**src/rtl/id_issue_buffer_pkg.sv**
```systemverilog
// Types shared by the ID/issue buffer: the decoded-entry record handed from decode to issue.
package id_issue_buffer_pkg;

   localparam int unsigned XLEN          = 32;
   localparam int unsigned TRANS_ID_BITS = 3;
   localparam int unsigned REG_ADDR_BITS = 5;

   typedef enum logic [3:0] {
      FU_NONE,
      FU_LOAD,
      FU_STORE,
      FU_ALU,
      FU_CTRL_FLOW,
      FU_MULT,
      FU_CSR
   } fu_t;

   typedef struct packed {
      logic [XLEN-1:0]          pc;
      logic [TRANS_ID_BITS-1:0] trans_id;
      fu_t                      fu;
      logic [REG_ADDR_BITS-1:0] rs1;
      logic [REG_ADDR_BITS-1:0] rs2;
      logic [REG_ADDR_BITS-1:0] rd;
      logic [XLEN-1:0]          result;
      logic                     use_imm;
      logic                     valid;
   } scoreboard_entry_t;

   typedef struct packed {
      scoreboard_entry_t sbe;
      logic [31:0]       orig_instr;
      logic              is_ctrl_flow;
   } id_entry_t;

endpackage

```
**src/rtl/id_issue_buffer.sv**
```systemverilog
// Multi-lane in-order ring buffer between the decoders and issue: prefix-ordered accept/ack,
// optional serialisation so a control-flow entry is always the last lane presented.
module id_issue_buffer
   import id_issue_buffer_pkg::*;
#(
   parameter int unsigned NrPorts        = 2,
   parameter int unsigned Depth          = 4,
   parameter bit          CtrlFlowSerial = 1'b1
) (
   input  logic                       clk_i,
   input  logic                       rst_ni,
   input  logic                       flush_i,
   input  id_entry_t [NrPorts-1:0]    in_entry_i,
   input  logic [NrPorts-1:0]         in_valid_i,
   output logic [NrPorts-1:0]         in_ready_o,
   output id_entry_t [NrPorts-1:0]    out_entry_o,
   output logic [NrPorts-1:0]         out_valid_o,
   input  logic [NrPorts-1:0]         out_ack_i,
   output logic [$clog2(Depth+1)-1:0] occupancy_o
);

   localparam int unsigned PtrW  = (Depth > 1) ? $clog2(Depth) : 1;
   localparam int unsigned CntW  = $clog2(Depth + 1);
   localparam int unsigned LaneW = $clog2(NrPorts + 1);

   id_entry_t [Depth-1:0] storage_q, storage_d;
   logic [PtrW-1:0]       head_q, head_d;
   logic [PtrW-1:0]       tail_q, tail_d;
   logic [CntW-1:0]       count_q, count_d;
   logic [CntW-1:0]       free;
   logic [NrPorts-1:0]    ack_hit, acc_hit;
   logic [LaneW-1:0]      n_ack, n_acc;

   function automatic logic [LaneW-1:0] lead_ones(input logic [NrPorts-1:0] v);
      logic [LaneW-1:0] n;
      logic             run;
      n   = '0;
      run = 1'b1;
      for (int i = 0; i < NrPorts; i++) begin
         run = run & v[i];
         if (run) n = n + LaneW'(1);
      end
      return n;
   endfunction

   // Wrap compares against Depth-1 explicitly so non-power-of-two depths work.
   function automatic logic [PtrW-1:0] ptr_add(input logic [PtrW-1:0] p,
                                                input logic [LaneW-1:0] n);
      logic [PtrW-1:0] r;
      r = p;
      for (int k = 0; k < NrPorts; k++) begin
         if (LaneW'(k) < n) r = (r == PtrW'(Depth - 1)) ? '0 : r + PtrW'(1);
      end
      return r;
   endfunction

   always_comb begin
      logic cf_seen;
      cf_seen     = 1'b0;
      out_entry_o = '0;
      out_valid_o = '0;
      for (int i = 0; i < NrPorts; i++) begin
         out_entry_o[i] = storage_q[ptr_add(head_q, LaneW'(i))];
         out_valid_o[i] = (int'(count_q) > i) && !(CtrlFlowSerial && cf_seen);
         cf_seen        = cf_seen | out_entry_o[i].is_ctrl_flow;
      end
   end

   always_comb begin
      ack_hit = out_ack_i & out_valid_o;
      n_ack   = lead_ones(ack_hit);
      // Same-cycle acks free space: combinational ack -> ready path.
      free    = CntW'(Depth) - count_q + CntW'(n_ack);

      in_ready_o = '0;
      for (int i = 0; i < NrPorts; i++) begin
         in_ready_o[i] = (int'(free) > i);
      end
      acc_hit = in_valid_i & in_ready_o;
      n_acc   = lead_ones(acc_hit);

      storage_d = storage_q;
      for (int i = 0; i < NrPorts; i++) begin
         if (LaneW'(i) < n_acc) storage_d[ptr_add(tail_q, LaneW'(i))] = in_entry_i[i];
      end

      head_d  = ptr_add(head_q, n_ack);
      tail_d  = ptr_add(tail_q, n_acc);
      count_d = count_q + CntW'(n_acc) - CntW'(n_ack);

      // Flush drops handshaked entries; storage keeps stale data, which count hides.
      if (flush_i) begin
         head_d  = '0;
         tail_d  = '0;
         count_d = '0;
      end
   end

   always_ff @(posedge clk_i or negedge rst_ni) begin
      if (!rst_ni) begin
         storage_q <= '0;
         head_q    <= '0;
         tail_q    <= '0;
         count_q   <= '0;
      end else begin
         storage_q <= storage_d;
         head_q    <= head_d;
         tail_q    <= tail_d;
         count_q   <= count_d;
      end
   end

   assign occupancy_o = count_q;

   count_within_depth: assert property (@(posedge clk_i) disable iff (!rst_ni)
      count_q <= CntW'(Depth));

endmodule

```
**config.mk**
```make
export PLATFORM = sky130hd
export DESIGN_NAME = id_issue_buffer
export DESIGN_NICKNAME = d
export VERILOG_FILES = /design/src/rtl/id_issue_buffer_pkg.sv /design/src/rtl/id_issue_buffer.sv
export SDC_FILE = /design/constraint.sdc
export NUM_CORES = 1
export LEC_CHECK = 0
export BUFFER_PORTS_ARGS = -buffer_cell sky130_fd_sc_hd__buf_2
export CORE_ASPECT_RATIO = 0.8
export CORE_MARGIN = 2
export CORE_UTILIZATION = 25
export DETAILED_ROUTE_END_ITERATION = 10
export PLACE_DENSITY_LB_ADDON = 0.1
export SYNTH_ARGS = -nofsm -noshare
export SYNTH_HDL_FRONTEND = slang
export SYNTH_SLANG_ARGS = --single-unit
```
**constraint.sdc**
```tcl
create_clock -name clk_i -period 3.8 [get_ports clk_i]
set_input_delay 0 -clock clk_i [delete_from_list [all_inputs] [get_ports clk_i]]
set_output_delay 0 -clock clk_i [all_outputs]
set_load 0.005 [all_outputs]
```
==> metrics.txt <==
# TYPE chip_impl_metric gauge
chip_impl_metric{name="timing_worst_slew_pin_value",unit="ns"} 0.9838
chip_impl_metric{name="post_layout_nonfiller_instances",unit=""} 4732
chip_impl_metric{name="die_h",unit="um"} 303.7
chip_impl_info{name="mostFrequentLayoutCell",value="buf_2"} 1
chip_impl_metric{name="gp_congestion",unit=""} 0.7828
chip_impl_metric{name="final_net_count",unit=""} 3441
chip_impl_metric{name="gate_count_after_technology_mapping",unit=""} 2534
chip_impl_metric{name="timing.max_slew.rel_slack",unit="%"} 34.41
chip_impl_metric{name="clk-insertion-delay-late",unit="ns"} 0.64
chip_impl_metric{name="finalWirelength",unit="um"} 133700
chip_impl_info{name="run_status",value="complete, no violations"} 1
chip_impl_info{name="clk_root_buf",value="clkbuf_16"} 1
chip_impl_metric{name="port_buffers",unit=""} 497
chip_impl_metric{name="multi_input_area",unit="um2"} 14700
chip_impl_info{name="cp-end-kind",value="register"} 1
chip_impl_metric{name="drv_slew",unit=""} 0
chip_impl_metric{name="power.static_leakage",unit="nW"} 16.19
chip_impl_metric{name="fin_crit",unit="ns"} 3.695
chip_impl_metric{name="timing.critical_path.arrival",unit="ns"} 4.22
chip_impl_metric{name="cts_buffer_depth",unit=""} 3
chip_impl_metric{name="worst_ep_required_time",unit="ns"} 4.33
chip_impl_metric{name="place_hpwl",unit="um"} 78400
chip_impl_metric{name="route.vias.total",unit=""} 26130
chip_impl_info{name="timing.hold.worst.class",value="primary input to async pin"} 1
chip_impl_metric{name="avgRoutedWirePerCell",unit="um"} 28.25
chip_impl_info{name="rsz_0062_raised_after_global_routing",value="yes"} 1
chip_impl_metric{name="avgSynthCellArea",unit="um2"} 11.08
chip_impl_metric{name="postRouteAntennaNets",unit=""} 0
chip_impl_metric{name="design.core.area",unit="um2"} 110900
chip_impl_metric{name="achievable-frequency",unit="MHz"} 270.6
chip_impl_metric{name="worstPathBufferInverterCount",unit=""} 3
chip_impl_metric{name="design.portCount",unit=""} 498
chip_impl_metric{name="globalRouteTotalUtil",unit="%"} 22.71
chip_impl_metric{name="synth_cell_type_count",unit=""} 40
chip_impl_metric{name="synth_enable_flop_cells",unit=""} 0
chip_impl_metric{name="initial_antenna_violation_count",unit=""} 9
chip_impl_metric{name="cellPowerDensity",unit="nW/um2"} 941.5
chip_impl_metric{name="skew",unit="ns"} 0.02168
chip_impl_info{name="most-common-layout-cells",value="496 x buf_2, 490 x nand2_1, 489 x dfrtp_1, 485 x a21oi_1, 484 x a2bb2oi_1"} 1
chip_impl_metric{name="numCtsBuffers",unit=""} 61
chip_impl_metric{name="cts_htree_levels",unit=""} 2
chip_impl_metric{name="worst-path-max-fanout",unit=""} 3
chip_impl_metric{name="detail_route.first_pass.iterations",unit=""} 5
chip_impl_metric{name="ir_worst_vdd",unit="V"} 0.0004296
chip_impl_metric{name="number_of_max_capacitance_violations_reported",unit=""} 0
chip_impl_info{name="critical_path.slowest_cell",value="mux4_2"} 1
chip_impl_info{name="path_delay_family",value="adder cells"} 1
chip_impl_metric{name="crit_path_max_incr_delay",unit="ns"} 0.58
chip_impl_metric{name="synth_nets",unit=""} 2794
chip_impl_metric{name="clkTransAtPathRegs",unit="ns"} 0.06
chip_impl_metric{name="period_share",unit="%"} 97.24
chip_impl_info{name="criticalPathCategory",value="register to register"} 1
chip_impl_metric{name="row_count",unit=""} 109
chip_impl_metric{name="finalPower",unit="mW"} 35.44
chip_impl_metric{name="seq_area_frac_synth",unit="%"} 43.77
chip_impl_metric{name="clock_sinks",unit=""} 491
chip_impl_info{name="timing.critical_path.from_type",value="register"} 1
chip_impl_metric{name="synth.cell_area",unit="um2"} 28070
chip_impl_metric{name="seqCellArea",unit="um2"} 12290
chip_impl_metric{name="synth-seq-cells",unit=""} 491
chip_impl_metric{name="grt_remaining_overflow",unit=""} 0
chip_impl_metric{name="dpl.cell_count",unit=""} 4366
chip_impl_metric{name="die_width",unit="um"} 378.7
chip_impl_metric{name="die-area",unit="um2"} 115000
chip_impl_metric{name="synthToLayoutAreaGrowth",unit="%"} 34.08
chip_impl_metric{name="synth-async-reset-ratio",unit="%"} 100.0
chip_impl_metric{name="drt_iter0_drc",unit=""} 2038
chip_impl_metric{name="first_global_vias",unit=""} 28140
chip_impl_metric{name="initial_utilization",unit="%"} 25.32
chip_impl_metric{name="detail_route.vias_per_cell",unit=""} 5.523
chip_impl_metric{name="drive_above_1_share",unit="%"} 30.03
chip_impl_metric{name="synth_warnings",unit=""} 0
chip_impl_info{name="ys_dominant_reg_cell",value="dfrtp_1"} 1
chip_impl_metric{name="final.hold.worst_slack",unit="ns"} 0.02633
chip_impl_metric{name="drcViolationCount",unit=""} 0
chip_impl_metric{name="setup_viol_count_final",unit=""} 0
chip_impl_metric{name="timing.final.hold_violations",unit=""} 0
chip_impl_metric{name="grt_start_max_net_pins",unit=""} 98
chip_impl_info{name="timing.critical_path.cells",value="mux4_2 > nor2_4 > a21boi_2 > inv_1 > ha_1 > inv_1 > fa_2 > xor2_2 > o211a_1 > inv_2 > fa_1 > fa_2 > xnor2_2 > xnor2_1 > nor2_1"} 1
chip_impl_metric{name="final.fill_count",unit=""} 11190
chip_impl_metric{name="grt_first_pass_wirelength",unit="um"} 194900
chip_impl_info{name="tritoncts_clock_tree",value="yes"} 1
-- layer usage --
layer  vias to the layer above  global-route usage, %  routed length (um)
met1                     13700                  29.03               54670
met4                         6                  7.764                4002
met3                       289                  4.417                9006
met5                         -                      0                  42
li1                      10980                      -                   -
met2                      1157                  38.21               65940
-- report_power, final --
| group | total, mW | internal [mW] | switching, mW |
|---|---|---|---|
| Combinational | 19.2 | 9.12 | 10.1 |
| Clock | 6.18 | 3.67 | 2.51 |
| Sequential | 10.0 | 8.00 | 2.04 |
-- worst reg2reg max path, cell delays in order, from the launching register on --
cell      delay (ns)
dfrtp_4         0.42
mux4_2          0.58
nor2_4          0.13
a21boi_2        0.07
inv_1           0.06
ha_1            0.13
inv_1           0.05
fa_2            0.40
xor2_2          0.25
o211a_1         0.20
inv_2           0.05
fa_1            0.48
fa_2            0.42
xnor2_2         0.17
xnor2_1         0.13
nor2_1          0.06
-- timing repair --
action                                  4_1_cts  5_1_grt
endpoints found under the setup margin        1        1
gates cloned                                  0        0
hold buffers                                249        0
hold endpoints to repair                    578        0
pin swaps                                     0        1
setup buffers                                 0        1
gates resized for setup                       1        3
-- area by class of cell --
type	count	share of cell area [%]
Tap cell	1498	4.979
Timing Repair Buffer	851	17.71
Multi-Input combinational cell	1766	39.06
Antenna cell	7	0.04654
Clock inverter	22	0.8576
Sequential cell	491	32.66
Clock buffer	87	4.580
Inverter	10	0.09972
-- path summary, 6_finish.rpt --
| path | start | end | slack, ns | cells after the start |
|---|---|---|---|---|
| worst max-delay path | head_q[0] | occupancy_o[2] | 0.11 | 15 |
| worst min-delay path | rst_ni | storage_q[136] | 0.03 | 2 |
| worst max register to register | head_q[0] | occupancy_o[2] | 0.11 | 15 |
| worst min register to register | storage_q[345] | storage_q[345] | 0.54 | 2 |
| max in group asynchronous | rst_ni | storage_q[80] | 2.60 | 4 |
| min in group clk_i | in_entry_i[65] | storage_q[428] | 0.18 | 4 |
-- cell families after synthesis --
logic type                 Yosys count  share of synthesized area, %
AOI/OAI and AO/OA                  990                         24.38
and+or+nand+nor                    516                         7.038
DFF                                491                         43.77
buffers and inverters              277                         4.533
muxes                              244                         19.49
adders and majority gates           11                        0.5705
xor gates and xnor gates             5                        0.2229
-- synth_stat cells (3+ instances only) --
cell | n | share of area (%)
a211oi_2 | 4 | 0.18
a21o_1 | 5 | 0.13
a21oi_1 | 487 | 8.7
a2bb2oi_1 | 484 | 15
buf_1 | 4 | 0.053
buf_2 | 171 | 3.0
buf_4 | 3 | 0.080
clkbuf_1 | 88 | 1.2
dfrtp_1 | 491 | 44
fa_1 | 3 | 0.21
ha_1 | 8 | 0.36
inv_1 | 10 | 0.13
mux4_2 | 242 | 19
nand2_1 | 495 | 6.6
nor2_1 | 7 | 0.094
-- state kept, by name, summed over array words and instances (netlist names) --
register,cells
storage_q,484
occupancy_o,3
head_q,2
tail_q,2
-- metrics by stage --
stage          setup TNS (ns)  instance area [um2]  worst slack, ns  utilization (%)
4_1_cts                     0                37610          0.05857            33.92
3_5_place_dp        -0.009312                33070        -0.009312            29.82
5_1_grt               -0.1240                37640          -0.1240            33.94
6_report                    0                37640           0.1050            33.95
3_3_place_gp                0                33070          0.02130            29.82
2_1_floorplan               0                28110          0.01407                -
(Power assumes the default switching activity.)
